`src/rtl/mcu_pwm_capture_if.sv`:
```
// MCU read bus between an external SRAM-style host and mcu_pwm_capture.
interface mcu_pwm_capture_if;
   logic       pwm_ncs;
   logic       pwm_nrd;
   logic [7:0] pwm_addr;
   logic [7:0] pwm_rd_data;
   logic       pwm_rd_oe;

   modport master (
      output pwm_ncs,
      output pwm_nrd,
      output pwm_addr,
      input  pwm_rd_data,
      input  pwm_rd_oe
   );

   modport slave (
      input  pwm_ncs,
      input  pwm_nrd,
      input  pwm_addr,
      output pwm_rd_data,
      output pwm_rd_oe
   );
endinterface

```
`src/rtl/mcu_pwm_capture.sv`:
```
// Four-channel PWM period/high-time capture, read back over an asynchronous
// MCU read bus. Define PWM_CAPTURE_SNAPSHOT_EN to make each channel's 6-byte
// result coherent: reading offset +0 freezes period/high for offsets +1..+5.
// Counters are CNT_WIDTH bits (up to 24) and are exposed as 3 bytes, MSB first.
module mcu_pwm_capture #(
   parameter int unsigned CNT_WIDTH = 24,
   parameter logic [7:0]  STAT_ADDR = 8'h18
) (
   input  logic              clk,
   input  logic              reset,
   mcu_pwm_capture_if.slave  bus,
   input  logic              pwmin1,
   input  logic              pwmin2,
   input  logic              pwmin3,
   input  logic              pwmin4
);

   localparam int unsigned NCH    = 4;
   localparam int unsigned BYTE_W = 24;
   localparam logic [CNT_WIDTH-1:0] CNT_MAX = '1;

   typedef enum logic [1:0] {
      RD_IDLE,
      RD_WAIT,
      RD_ACTIVE
   } rd_state_e;

   logic [NCH-1:0]       pwm_in_c;
   logic [NCH-1:0]       in_s1_q, in_s1_d;
   logic [NCH-1:0]       in_s2_q, in_s2_d;
   logic [NCH-1:0]       in_dly_q, in_dly_d;
   logic [NCH-1:0]       rise_c, fall_c;

   logic [CNT_WIDTH-1:0] cnt_q       [NCH];
   logic [CNT_WIDTH-1:0] cnt_d       [NCH];
   logic [CNT_WIDTH-1:0] high_pend_q [NCH];
   logic [CNT_WIDTH-1:0] high_pend_d [NCH];
   logic [CNT_WIDTH-1:0] period_q    [NCH];
   logic [CNT_WIDTH-1:0] period_d    [NCH];
   logic [CNT_WIDTH-1:0] high_q      [NCH];
   logic [CNT_WIDTH-1:0] high_d      [NCH];
   logic [NCH-1:0]       started_q, started_d;
   logic [NCH-1:0]       fell_q, fell_d;
   logic [NCH-1:0]       valid_q, valid_d;
   logic [NCH-1:0]       tmo_q, tmo_d;

   logic                 ncs_s1_q, ncs_s1_d, ncs_s2_q, ncs_s2_d;
   logic                 nrd_s1_q, nrd_s1_d, nrd_s2_q, nrd_s2_d;
   logic [7:0]           addr_s1_q, addr_s1_d, addr_s2_q, addr_s2_d;
   logic [1:0]           fill_q, fill_d;
   logic                 armed_q, armed_d;
   rd_state_e            rd_state_q, rd_state_d;
   logic [7:0]           rd_data_q, rd_data_d;
   logic                 rd_oe_q, rd_oe_d;

   logic                 sel_c;
   logic                 idle_seen_c;
   logic [7:0]           rd_byte_c;
   logic [7:0]           off_c;
   logic [BYTE_W-1:0]    src_p_c;
   logic [BYTE_W-1:0]    src_h_c;

`ifdef PWM_CAPTURE_SNAPSHOT_EN
   logic [CNT_WIDTH-1:0] snap_period_q [NCH];
   logic [CNT_WIDTH-1:0] snap_period_d [NCH];
   logic [CNT_WIDTH-1:0] snap_high_q   [NCH];
   logic [CNT_WIDTH-1:0] snap_high_d   [NCH];
   logic [NCH-1:0]       snap_hit_c;
`endif

   assign pwm_in_c = {pwmin4, pwmin3, pwmin2, pwmin1};
   assign rise_c   = in_s2_q & ~in_dly_q;
   assign fall_c   = ~in_s2_q & in_dly_q;

   assign bus.pwm_rd_data = rd_data_q;
   assign bus.pwm_rd_oe   = rd_oe_q;

   // Per-channel synchronizer feed, free counter and period/high measurement.
   always_comb begin
      in_s1_d   = pwm_in_c;
      in_s2_d   = in_s1_q;
      in_dly_d  = in_s2_q;
      started_d = started_q;
      fell_d    = fell_q;
      valid_d   = valid_q;
      tmo_d     = tmo_q;
      for (int n = 0; n < NCH; n++) begin
         cnt_d[n]       = cnt_q[n];
         high_pend_d[n] = high_pend_q[n];
         period_d[n]    = period_q[n];
         high_d[n]      = high_q[n];
         if (rise_c[n]) begin
            cnt_d[n]     = CNT_WIDTH'(1);
            started_d[n] = 1'b1;
            fell_d[n]    = 1'b0;
            if (cnt_q[n] == CNT_MAX) begin
               // Saturated counter on this edge: the cycle was too long to trust.
               tmo_d[n]    = 1'b1;
               valid_d[n]  = 1'b0;
               period_d[n] = '0;
               high_d[n]   = '0;
            end else if (started_q[n] && fell_q[n]) begin
               period_d[n] = cnt_q[n];
               high_d[n]   = high_pend_q[n];
               valid_d[n]  = 1'b1;
               tmo_d[n]    = 1'b0;
            end
         end else if (cnt_q[n] == CNT_MAX) begin
            // Timeout: drop results and restart measurement from the next rising edge.
            tmo_d[n]     = 1'b1;
            valid_d[n]   = 1'b0;
            period_d[n]  = '0;
            high_d[n]    = '0;
            started_d[n] = 1'b0;
            fell_d[n]    = 1'b0;
         end else begin
            cnt_d[n] = cnt_q[n] + CNT_WIDTH'(1);
            if (fall_c[n] && started_q[n]) begin
               high_pend_d[n] = cnt_q[n];
               fell_d[n]      = 1'b1;
            end
         end
      end
   end

   // Read data mux: channel result bytes MSB first, status byte, zero elsewhere.
   always_comb begin
      rd_byte_c = '0;
      off_c     = '0;
      src_p_c   = '0;
      src_h_c   = '0;
`ifdef PWM_CAPTURE_SNAPSHOT_EN
      snap_hit_c = '0;
`endif
      for (int n = 0; n < NCH; n++) begin
         if (addr_s2_q >= 8'(6 * n) && addr_s2_q < 8'(6 * n + 6)) begin
            off_c   = addr_s2_q - 8'(6 * n);
            src_p_c = BYTE_W'(period_q[n]);
            src_h_c = BYTE_W'(high_q[n]);
`ifdef PWM_CAPTURE_SNAPSHOT_EN
            if (off_c == 8'd0) begin
               snap_hit_c[n] = 1'b1;
            end else begin
               src_p_c = BYTE_W'(snap_period_q[n]);
               src_h_c = BYTE_W'(snap_high_q[n]);
            end
`endif
            case (off_c)
               8'd0:    rd_byte_c = src_p_c[23:16];
               8'd1:    rd_byte_c = src_p_c[15:8];
               8'd2:    rd_byte_c = src_p_c[7:0];
               8'd3:    rd_byte_c = src_h_c[23:16];
               8'd4:    rd_byte_c = src_h_c[15:8];
               default: rd_byte_c = src_h_c[7:0];
            endcase
         end
      end
      if (addr_s2_q == STAT_ADDR) begin
         rd_byte_c = {tmo_q, valid_q};
      end
   end

`ifdef PWM_CAPTURE_SNAPSHOT_EN
   // Freeze a channel's results when its +0 byte is latched onto the bus.
   always_comb begin
      for (int n = 0; n < NCH; n++) begin
         snap_period_d[n] = snap_period_q[n];
         snap_high_d[n]   = snap_high_q[n];
         if (rd_state_q == RD_WAIT && sel_c && snap_hit_c[n]) begin
            snap_period_d[n] = period_q[n];
            snap_high_d[n]   = high_q[n];
         end
      end
   end
`endif

   // Bus synchronizers and read sequencer; data is latched once per read.
   always_comb begin
      ncs_s1_d  = bus.pwm_ncs;
      ncs_s2_d  = ncs_s1_q;
      nrd_s1_d  = bus.pwm_nrd;
      nrd_s2_d  = nrd_s1_q;
      addr_s1_d = bus.pwm_addr;
      addr_s2_d = addr_s1_q;
      fill_d    = {fill_q[0], 1'b1};

      // fill_q hides the reset-forced idle levels until real samples arrive.
      sel_c       = !ncs_s2_q && !nrd_s2_q;
      idle_seen_c = fill_q[1] && (ncs_s2_q || nrd_s2_q);

      armed_d    = armed_q;
      rd_state_d = rd_state_q;
      rd_data_d  = rd_data_q;
      rd_oe_d    = rd_oe_q;

      case (rd_state_q)
         RD_IDLE: begin
            rd_oe_d = 1'b0;
            if (idle_seen_c) begin
               armed_d = 1'b1;
            end else if (armed_q && fill_q[1] && sel_c) begin
               armed_d    = 1'b0;
               rd_state_d = RD_WAIT;
            end
         end
         RD_WAIT: begin
            if (!sel_c) begin
               rd_state_d = RD_IDLE;
               armed_d    = 1'b1;
            end else begin
               rd_state_d = RD_ACTIVE;
               rd_data_d  = rd_byte_c;
               rd_oe_d    = 1'b1;
            end
         end
         RD_ACTIVE: begin
            if (!sel_c) begin
               rd_state_d = RD_IDLE;
               rd_oe_d    = 1'b0;
               armed_d    = 1'b1;
            end
         end
         default: begin
            rd_state_d = RD_IDLE;
            rd_oe_d    = 1'b0;
         end
      endcase
   end

   // All state, synchronous active-low reset.
   always_ff @(posedge clk) begin
      if (!reset) begin
         in_s1_q    <= '0;
         in_s2_q    <= '0;
         in_dly_q   <= '0;
         started_q  <= '0;
         fell_q     <= '0;
         valid_q    <= '0;
         tmo_q      <= '0;
         for (int n = 0; n < NCH; n++) begin
            cnt_q[n]       <= '0;
            high_pend_q[n] <= '0;
            period_q[n]    <= '0;
            high_q[n]      <= '0;
`ifdef PWM_CAPTURE_SNAPSHOT_EN
            snap_period_q[n] <= '0;
            snap_high_q[n]   <= '0;
`endif
         end
         ncs_s1_q   <= 1'b1;
         ncs_s2_q   <= 1'b1;
         nrd_s1_q   <= 1'b1;
         nrd_s2_q   <= 1'b1;
         addr_s1_q  <= '0;
         addr_s2_q  <= '0;
         fill_q     <= '0;
         armed_q    <= 1'b0;
         rd_state_q <= RD_IDLE;
         rd_data_q  <= '0;
         rd_oe_q    <= 1'b0;
      end else begin
         in_s1_q    <= in_s1_d;
         in_s2_q    <= in_s2_d;
         in_dly_q   <= in_dly_d;
         started_q  <= started_d;
         fell_q     <= fell_d;
         valid_q    <= valid_d;
         tmo_q      <= tmo_d;
         for (int n = 0; n < NCH; n++) begin
            cnt_q[n]       <= cnt_d[n];
            high_pend_q[n] <= high_pend_d[n];
            period_q[n]    <= period_d[n];
            high_q[n]      <= high_d[n];
`ifdef PWM_CAPTURE_SNAPSHOT_EN
            snap_period_q[n] <= snap_period_d[n];
            snap_high_q[n]   <= snap_high_d[n];
`endif
         end
         ncs_s1_q   <= ncs_s1_d;
         ncs_s2_q   <= ncs_s2_d;
         nrd_s1_q   <= nrd_s1_d;
         nrd_s2_q   <= nrd_s2_d;
         addr_s1_q  <= addr_s1_d;
         addr_s2_q  <= addr_s2_d;
         fill_q     <= fill_d;
         armed_q    <= armed_d;
         rd_state_q <= rd_state_d;
         rd_data_q  <= rd_data_d;
         rd_oe_q    <= rd_oe_d;
      end
   end

endmodule

```
`src/flat_wrapper.sv`:
```
// flat-port wrapper written by rule: the top's interface ports become plain ports
module mcu_pwm_capture_flat 
#(
   parameter int unsigned CNT_WIDTH = 24,
   parameter logic [7:0]  STAT_ADDR = 8'h18
)
  (clk, reset, pwmin1, pwmin2, pwmin3, pwmin4, bus_pwm_ncs, bus_pwm_nrd, bus_pwm_addr, bus_pwm_rd_data, bus_pwm_rd_oe);
  mcu_pwm_capture_if bus_i ();
  input  logic clk;
  input  logic reset;
  input  logic pwmin1;
  input  logic pwmin2;
  input  logic pwmin3;
  input  logic pwmin4;
  input wire logic [$bits(bus_i.pwm_ncs)-1:0] bus_pwm_ncs;
  input wire logic [$bits(bus_i.pwm_nrd)-1:0] bus_pwm_nrd;
  input wire logic [$bits(bus_i.pwm_addr)-1:0] bus_pwm_addr;
  output wire logic [$bits(bus_i.pwm_rd_data)-1:0] bus_pwm_rd_data;
  output wire logic [$bits(bus_i.pwm_rd_oe)-1:0] bus_pwm_rd_oe;
  assign bus_i.pwm_ncs = bus_pwm_ncs;
  assign bus_i.pwm_nrd = bus_pwm_nrd;
  assign bus_i.pwm_addr = bus_pwm_addr;
  assign bus_pwm_rd_data = bus_i.pwm_rd_data;
  assign bus_pwm_rd_oe = bus_i.pwm_rd_oe;
  mcu_pwm_capture #(.CNT_WIDTH(CNT_WIDTH), .STAT_ADDR(STAT_ADDR)) u_core (.clk(clk), .reset(reset), .bus(bus_i), .pwmin1(pwmin1), .pwmin2(pwmin2), .pwmin3(pwmin3), .pwmin4(pwmin4));
endmodule
```
`config.mk`:
```
export PLATFORM = sky130hd
export DESIGN_NAME = mcu_pwm_capture_flat
export DESIGN_NICKNAME = d
export VERILOG_FILES = /design/src/rtl/mcu_pwm_capture_if.sv /design/src/rtl/mcu_pwm_capture.sv /design/src/flat_wrapper.sv
export SDC_FILE = /design/constraint.sdc
export NUM_CORES = 1
export LEC_CHECK = 0
export ABC_AREA = 1
export BUFFER_PORTS_ARGS = -buffer_cell sky130_fd_sc_hd__buf_2
export CAP_MARGIN = 20
export CORE_MARGIN = 3
export CORE_UTILIZATION = 45
export DETAILED_ROUTE_END_ITERATION = 8
export SLEW_MARGIN = 20
export SYNTH_ARGS = -nofsm -noshare
export SYNTH_HDL_FRONTEND = slang
export SYNTH_SLANG_ARGS = --single-unit
```
`constraint.sdc`:
```
create_clock -name clk -period 5.19 [get_ports clk]
set_clock_uncertainty 0.15 [all_clocks]
set_input_delay 0.7785 -clock clk [delete_from_list [all_inputs] [get_ports clk]]
set_output_delay 0.7785 -clock clk [all_outputs]
set_load 0.01 [all_outputs]
```
==> results of run 1 <==
[logic make-up (layout without fill, tap and decap cells)]
| group | count (synthesis) | count (layout) | synth area share, % |
|---|---|---|---|
| compound gates | 534 | 534 | 14.0 |
| flops | 446 | 446 | 44.8 |
| xor+xnor | 52 | 52 | 2.28 |
| buf+inv | 550 | 549 | 11.3 |
| fa+ha+maj | 11 | 11 | 0.690 |
| simple gates | 1223 | 1223 | 27.0 |
[power breakdown]
group	internal [mW]	switching, mW
registers	3.46	0.0366
clock network	2.27	1.42
logic	0.0844	0.219
total	5.82	1.67
[cell type report]
cell class                      count  share of cell area (%)
Sequential cell                   446                    40.5
Clock inverter                     24                    1.72
Tap cell                          585                    3.32
Multi-Input combinational cell   1820                    40.0
Timing Repair Buffer               44                    1.30
Inverter                          421                    7.20
Clock buffer                       60                    5.94
[cell usage in the layout, fill, tap and decap left out, drive strengths merged, types with 2 or more instances in the layout]
cell type  instances
o21ai            157
a21oi            304
bufinv            10
ha                11
clkbuf            60
nor4              19
a211oi             6
nand4             44
o211ai             4
a31oi              9
buf               44
nand3            281
xor2              50
clkinv            16
nor2             261
dfxtp            446
xnor2              2
nor3              43
o31ai              3
o22ai             49
nand2            564
or2                9
inv              419
[registers in the layout, indices dropped and copies added, names as in the netlist, 2 cells and up]
name and flops:
u_core.addr_s2_q 8, u_core.in_dly_q 4, u_core.in_s1_q 4, u_core.fell_q 4, u_core.addr_s1_q 8, u_core.high_pend_q 96, u_core.started_q 4, u_core.cnt_q 96
u_core.rd_state_q 2, u_core.fill_q 2, u_core.in_dly_d 4, u_core.high_q 96, u_core.tmo_q 4, u_core.period_q 96, u_core.valid_q 4, u_core.bus.pwm_rd_data 8
[critical path: stages (launching register included)]
cell and delay [ns]:
dfxtp_1 0.53, ha_1 0.27, inv_1 0.09, nor4_4 0.39
nand3_1 0.17, nor2_2 0.21, nand2_2 0.17, nand2_1 0.64
buf_4 0.44, o22ai_1 0.12, inv_1 0.07, nor2_1 0.04
[per-layer routing]
layer	global-route usage, %	vias to the layer above	part of all wire, %
li1	-	9007	-
met1	32.8	8381	47
met2	36.6	449	44
met3	4.00	113	5.8
met4	8.03	0	3.2
met5	0	-	0
[worst min path at each step]
stage / start / to / slack, ns / depth (start not counted)
after global routing: bus_pwm_addr[1] / u_core.addr_s1_q[1] / 0.22 / 3
after global placement: u_core.addr_s1_q[5] / u_core.addr_s2_q[5] / 0.25 / 2
after CTS: bus_pwm_addr[1] / u_core.addr_s1_q[1] / 0.20 / 3
after floorplan: u_core.addr_s1_q[0] / u_core.addr_s2_q[0] / 0.24 / 2
final: pwmin1 / u_core.in_s1_q[0] / 0.22 / 3
after detailed placement: u_core.addr_s1_q[6] / u_core.addr_s2_q[6] / 0.25 / 2
[stage by stage]
stage | power, mW | cell area, µm² | util (%) | std cells
2_1_floorplan | 3.78 | 20000 | - | 2816
3_3_place_gp | 3.87 | 20300 | 46.8 | 3316
3_5_place_dp | 3.87 | 20300 | 46.8 | 3316
4_1_cts | 7.57 | 22000 | 50.7 | 3400
5_1_grt | 7.76 | 22000 | 50.7 | 3400
6_report | 7.49 | 22000 | 50.7 | 3400
[cells in the mapped netlist (2+ instances only)]
cell and instances:
nor3_2 3, nand3_1 280, a21oi_1 304, xnor2_1 2, nor4_1 14, clkbuf_1 72, buf_6 10, o31ai_1 3
ha_1 11, nor2_1 253, xor2_1 50, inv_1 402, nand2_1 554, nor3_1 38, dfxtp_1 446, nor2_2 6
inv_2 15, o21ai_0 135, or2_2 8, o211ai_1 4, o21ai_1 21, a211oi_1 4, buf_8 2, nor3_4 2
nor2_4 2, o22ai_1 49, nand4_1 42, a211oi_2 2, nor4_4 4, nand4_2 2, a31oi_1 9, buf_4 10
nand2_2 8, buf_2 31, buf_1 2, clkinv_1 4
==> qor.csv, run 1 <==
metric,value,unit
status,"finished, final reports clean",
fmax,291,MHz
crit_path_end_kind,register,
critPathArrivalTime,3.72,ns
ctsResizeCount,0,
ioPinCount,25,
ys_warn_count,0,
layout_setup_ws,1.75,ns
first_pass_iters,7,
routed_via_density,5.28,
setup_violations,0,
synth.avg_cell_area,7.09,µm²
htreeDepth,2,
rsz0062_at_grt,no,
synthesis.nets,2843,
gr-total-overflow,0,
cts_buffer_depth,3,
synth_cell_type_count,48,
synth_edf_count,0,
clock_latency,0.58,ns
routed_wirelength,56000,µm
required,5.48,ns
grt_max_degree,129,
finalCritPeriodShare,66.2,%
wl_per_cell,16.5,µm
dieHeight,217,µm
clk_pin_slew,0.06,ns
layout_min_cycle_time,3.44,ns
vias,18000,
cts_hold_buf,0,
grt_pass1_wl,89900,µm
seq_area_frac_synth,44.8,%
reg2reg_to,u_core.period_q[0][49],
tns,0,ns
drv_cap,0,
io_buffers,24,
yosysTopAreaCell,dfxtp_1,
critPathKind,reg -> reg,
drive_gt1_share,6.61,%
initial_core_util,45.9,%
grtUsageTotal,23.4,%
area_growth,10.4,%
die_area,46900,µm²
vdd_drop_max,0.000276,V
crit_start,u_core.cnt_q[0][48],
async_flop_share,0,%
whs,0.224,ns
fp.dieW,217,µm
slew_viol_final,0,
ant_nets,0,
drc,0,
post-cts-setup-buffers,0,
p_per_area,340,nW/µm²
cts_tree,done,
layout.nets,2808,
drt_iter0_markers,1473,
r2r_slack,1.75,ns
dpl_worst_slack,1.76,ns
synth_area,20000,µm²
crit_path_end,u_core.period_q[0][49],
row_count,76,
grt_antenna_before_repair,0,
design.core.area,43500,µm²
tightest_slew,1.12,ns
cts_made_buffers,48,
grt_pass1_vias,16700,
clock_tree.root_cell,clkbuf_16,
place_congestion,0.907,
ff2ff_path_depth,11,
synthTopCellsByArea,"dfxtp_1 (45%), nand2_1 (10%), a21oi_1 (7.6%)",
diodes,0,
synth_top_area_share,44.8,%
hold_viol,0,
multi_input_area,8800,µm²
ys_ff_latch,446,
cp-start-kind,register,
fill_cells,4379,
clock_sinks,446,
max_slew_margin,25.0,%
dpl.hpwl,38200,µm
regArea,8930,µm²
leakage,8.45,nW
synthCells,2816,
crit_path_max_fanout,27,
min_path_type,in -> reg,
timing.rr.start,u_core.cnt_q[0][48],
synth_ff_type,dfxtp_1,
Power figures use the tool's default switching activity.
==> run 2, diff against run 1 <==
Clock period 5.19 ns to 3.25 ns, I/O delays scaled along.
==> run 2 against run 1 <==
Against the previous run: via count grew 0.19%; fmax grew 17%; hold slack lost 0.015 ns; clock power grew 45%; design area grew 0.55%; critical path depth grew 1; largest power group is now registers; critical path type unchanged; sequential cell count is the same; wire length shrank 1.1%; cell count grew 0.65%.
==> qor.csv, run 2 (synthesis gave the netlist of run 1 again) <==
metric,value,unit
status,"finished, final reports clean",
die_area,46900,µm²
cts_buffer_depth,3,
reg2reg_to,u_core.bus.pwm_rd_data[6],
initial_core_util,45.9,%
dpl.hpwl,37700,µm
instances_no_fill,3422,
critPathKind,reg -> reg,
crit_path_max_fanout,8,
place_congestion,0.934,
crit_start,u_core.addr_s2_q[2],
min_path_type,in -> reg,
crit_path_end,u_core.bus.pwm_rd_data[6],
slew_viol_final,0,
drt_iter0_markers,1506,
fmax,339,MHz
tns,0,ns
area_growth,11.0,%
row_count,76,
cp-start-kind,register,
routed_via_density,5.26,
clk_pin_slew,0.06,ns
ant_nets,0,
drc,0,
timing.rr.start,u_core.addr_s2_q[2],
first_pass_iters,5,
grt_pass1_wl,89500,µm
cts_tree,done,
finalCritPeriodShare,90.7,%
wl_per_cell,16.2,µm
htreeDepth,2,
cp_slowest_stage_delay,0.48,ns
clock_tree.root_cell,clkbuf_16,
io_buffers,24,
dp_cells,3327,
ff2ff_path_depth,12,
hold_viol,0,
ctsResizeCount,0,
clock_sinks,446,
layout_setup_ws,0.301,ns
postLayoutCellArea,22100,µm²
post-cts-setup-buffers,0,
grt_pass1_vias,16700,
layout_commonest_cell,nand2_1,
max_slew_margin,28.7,%
cts_hold_buf,14,
worstPathCellList,inv_2 -> ha_1 -> inv_1 -> nor2_1 -> inv_1 -> nor2_1 -> nand3_1 -> nand3_1 -> nor2_1 -> a21oi_1 -> nand2_1 -> a21oi_1,
diodes,0,
fp.dieW,217,µm
cts_made_buffers,48,
tightest_slew,1.07,ns
path_common_cell,nor2_1,
required,3.61,ns
power.total,11.4,mW
p_per_area,517,nW/µm²
critPathArrivalTime,3.31,ns
grt_antenna_before_repair,0,
setup_violations,0,
grtUsageTotal,23.2,%
clock_latency,0.59,ns
dieHeight,217,µm
r2r_slack,0.30,ns
leakage,8.50,nW
placed_cell_area,20400,µm²
ioPinCount,25,
crit_path_end_kind,register,
vdd_drop_max,0.000342,V
routed_wirelength,55400,µm
rsz0062_at_grt,no,
grt_max_degree,120,
fill_cells,4375,
gr-total-overflow,0,
cp_slowest_cell,dfxtp_1,
design.core.area,43500,µm²
layout_min_cycle_time,2.95,ns
dpl_worst_slack,0.406,ns
vias,18000,
most-common-layout-cells,"nand2_1 (554), dfxtp_1 (446), inv_1 (401)",
drive_gt1_share,6.84,%
drv_cap,0,
layout.nets,2834,
-- run 2: cell count changes in the layout (fill, tap and decap cells not counted), sizes merged --
cell and change:
buf +12, bufinv -8, clkinvlp +2, dlygate4sd3 +14, clkbuf +7, clkinv -5
-- run 2: layer usage --
metal  GRT usage, %  up-vias  wire length, µm
met5              0        -                0
met3           2.86      106             2740
met4           7.97        0             1620
li1               -     9059                -
met2           36.6      454            24500
met1           32.9     8365            26500
-- run 2: cell type report --
cell class	count	area, µm²	share of cell area [%]
flip-flops and latches	446	8930	40.3
multi-input cells	1820	8800	39.7
inverters	421	1590	7.16
clock buffers	67	1400	6.34
well taps	585	732	3.31
repair buffers	70	566	2.55
clock inverters	13	128	0.576
-- run 2: stage by stage --
stage / util, % / hold WS [ns]
after global routing: 51.0 / 0.221
after detailed placement: 47.1 / 0.247
after CTS: 50.9 / 0.179
final: 51.0 / 0.208
after global placement: 47.1 / 0.243
after floorplan: - / 0.240
-- run 2: report_power, final --
part / total (mW) / leakage [nW] / switching, mW / internal (mW)
combinational: 0.505 / 4.14 / 0.354 / 0.151
sequential: 5.58 / 3.60 / 0.0530 / 5.53
clock: 5.36 / 0.756 / 2.21 / 3.15
total: 11.4 / 8.50 / 2.62 / 8.82
-- run 2: worst min path at each step --
stage                             start                   end  depth (start not counted)
finish                            reset  u_core.high_q[2][15]                          3
global placement        u_core.nrd_s1_q       u_core.nrd_s2_q                          1
floorplan           u_core.addr_s1_q[0]   u_core.addr_s2_q[0]                          2
detailed placement      u_core.nrd_s1_q       u_core.nrd_s2_q                          1
global route                      reset  u_core.high_q[2][17]                          3
CTS                               reset  u_core.high_q[2][15]                          3
-- run 2: worst max-delay path: cells and delay by family, from the launching register on --
family          cells  cell delay, ns
fa+ha+maj           1            0.35
simple gates        6            1.22
flops               1            0.48
compound gates      2            0.32
buf+inv             3            0.36
==> run 3, diff against run 2 <==
Settings changed: ABC_AREA 1 to unset.
==> run 3 against run 2 <==
Against the previous run: synthesized cell count is 20% lower; largest power group unchanged; critical endpoint unchanged; critical path depth is 4 lower; cell count is 19% lower; fmax is 6.3% higher; design area is 6.8% lower; combinational power is 30% lower.
==> qor.csv, run 3 <==
metric,value,unit
status,"finished, final reports clean",
place_congestion,0.874,
drt_iter0_markers,1034,
synth.avg_cell_area,8.21,µm²
tightest_slew,0.967,ns
tns,0,ns
synthCells,2256,
most-common-layout-cells,"nand2_1 (532), dfxtp_1 (445), a21oi_1 (231)",
synth_commonest_cells,"nand2_1 (532), dfxtp_1 (446), a21oi_1 (231)",
slew_viol_final,0,
drv_cap,0,
grt_antenna_before_repair,0,
setup_violations,0,
multi_input_area,8820,µm²
regArea,8930,µm²
cp-start-kind,register,
grt_max_degree,54,
synthesis.nets,2283,
min_path_type,in -> reg,
grt_pass1_vias,14200,
seq_area_frac_synth,48.2,%
vdd_drop_max,0.000400,V
row_count,73,
ant_nets,0,
dpl_worst_slack,0.569,ns
p_per_area,547,nW/µm²
gr-total-overflow,0,
critPathArrivalTime,3.13,ns
drive_gt1_share,8.02,%
required,3.60,ns
dpl.hpwl,31500,µm
design.core.area,40200,µm²
grtUsageTotal,21.3,%
ys_ff_latch,446,
yosysTopAreaCell,dfxtp_1,
layout_setup_ws,0.475,ns
dp_cells,2682,
initial_core_util,46.1,%
grt_pass1_wl,76900,µm
yosysMostFrequentCell,nand2_1,
crit_path_max_fanout,40,
synth_top_area_share,48.2,%
die_area,43700,µm²
ys_warn_count,0,
synth_ff_type,dfxtp_1,
drc,0,
leakage,6.85,nW
htreeDepth,2,
first_pass_iters,5,
power.total,11.3,mW
fill_cells,3844,
fp.dieW,209,µm
clock_latency,0.57,ns
io_buffers,24,
async_flop_share,0,%
diodes,0,
finalCritPeriodShare,85.4,%
max_slew_margin,35.5,%
fmax,360,MHz
layout.nets,2247,
ioPinCount,25,
layout_min_cycle_time,2.78,ns
ctsResizeCount,0,
cts_buffer_depth,3,
layout_commonest_cell,nand2_1,
routed_via_density,5.47,
synth_cell_type_count,63,
synth_edf_count,0,
rsz0062_at_grt,no,
clock_sinks,446,
synth_area,18500,µm²
cts_tree,done,
clk_pin_slew,0.06,ns
instances_no_fill,2781,
wl_per_cell,17.0,µm
routed_wirelength,47300,µm
clock_tree.root_cell,clkbuf_16,
critPathKind,reg -> reg,
synthTopCellsByArea,"dfxtp_1 (48%), nand2_1 (11%), a21oi_1 (6.2%)",
cts_made_buffers,47,
dieHeight,209,µm
vias,15200,
crit_path_end_kind,register,
hold_viol,0,
area_growth,11.4,%
run 3: timing repair:
action | CTS | global route
hold endpoints to repair | 14 | 0
hold buffers | 14 | 0
setup endpoints to repair | 0 | 0
setup buffers | 0 | 0
run 3: cells by family (layout without fill, tap and decap cells):
logic type	after synthesis	after routing	share of synthesized area [%]
and+or+nand+nor	1003	1003	24.4
AOI/OAI and AO/OA	456	456	13.9
DFF	446	446	48.2
buffers and inverters	187	187	4.30
xor gates and xnor gates	84	84	3.97
muxes	69	69	4.54
adders and majority gates	11	11	0.743
run 3: power breakdown:
group | switching [mW] | internal (mW)
logic | 0.235 | 0.118
clock network | 2.17 | 3.22
registers | 0.0483 | 5.50
run 3: per-layer routing:
layer	wire (µm)	track usage (%)	up-vias	share of wire (%)
met5	0	0	-	0
met4	1190	6.88	0	2.5
met3	2020	2.94	66	4.3
met2	21400	33.4	299	45
met1	22700	30.4	7223	48
li1	-	-	7617	-
run 3: worst max-delay path, stage by stage, from the launching register on:
cell and delay [ns]:
dfxtp_1 0.34, buf_4 0.41, ha_1 0.30, xnor2_1 0.12
nor4b_2 0.63, a221o_1 0.29, mux2i_1 0.10, o211ai_1 0.23
o2bb2ai_1 0.14
run 3: metrics by stage:
step | utilization (%) | hold WS [ns] | cell area [µm²]
after floorplan | - | 0.236 | 18500
after global placement | 47.1 | 0.245 | 18900
after detailed placement | 47.1 | 0.245 | 18900
after CTS | 51.4 | 0.0945 | 20600
after global routing | 51.4 | 0.125 | 20600
final | 51.4 | 0.130 | 20600
run 3: cell type report:
cell class                      count  share of cell area, %
Clock inverter                      7                  0.303
Clock buffer                       78                   7.29
Sequential cell                   446                   43.3
Inverter                           28                  0.509
Multi-Input combinational cell   1623                   42.7
Timing Repair Buffer               74                   2.72
Tap cell                          525                   3.18
run 3: path summary, 6_finish.rpt:
path / from / endpoint / slack (ns) / depth (start not counted)
max: u_core.addr_s2_q[1] / u_core.bus.pwm_rd_data[6] / 0.47 / 8
min: reset / u_core.fill_q[0] / 0.13 / 1
max reg2reg: u_core.addr_s2_q[1] / u_core.bus.pwm_rd_data[6] / 0.47 / 8
min reg2reg: u_core.ncs_s1_q / u_core.ncs_s2_q / 0.26 / 1
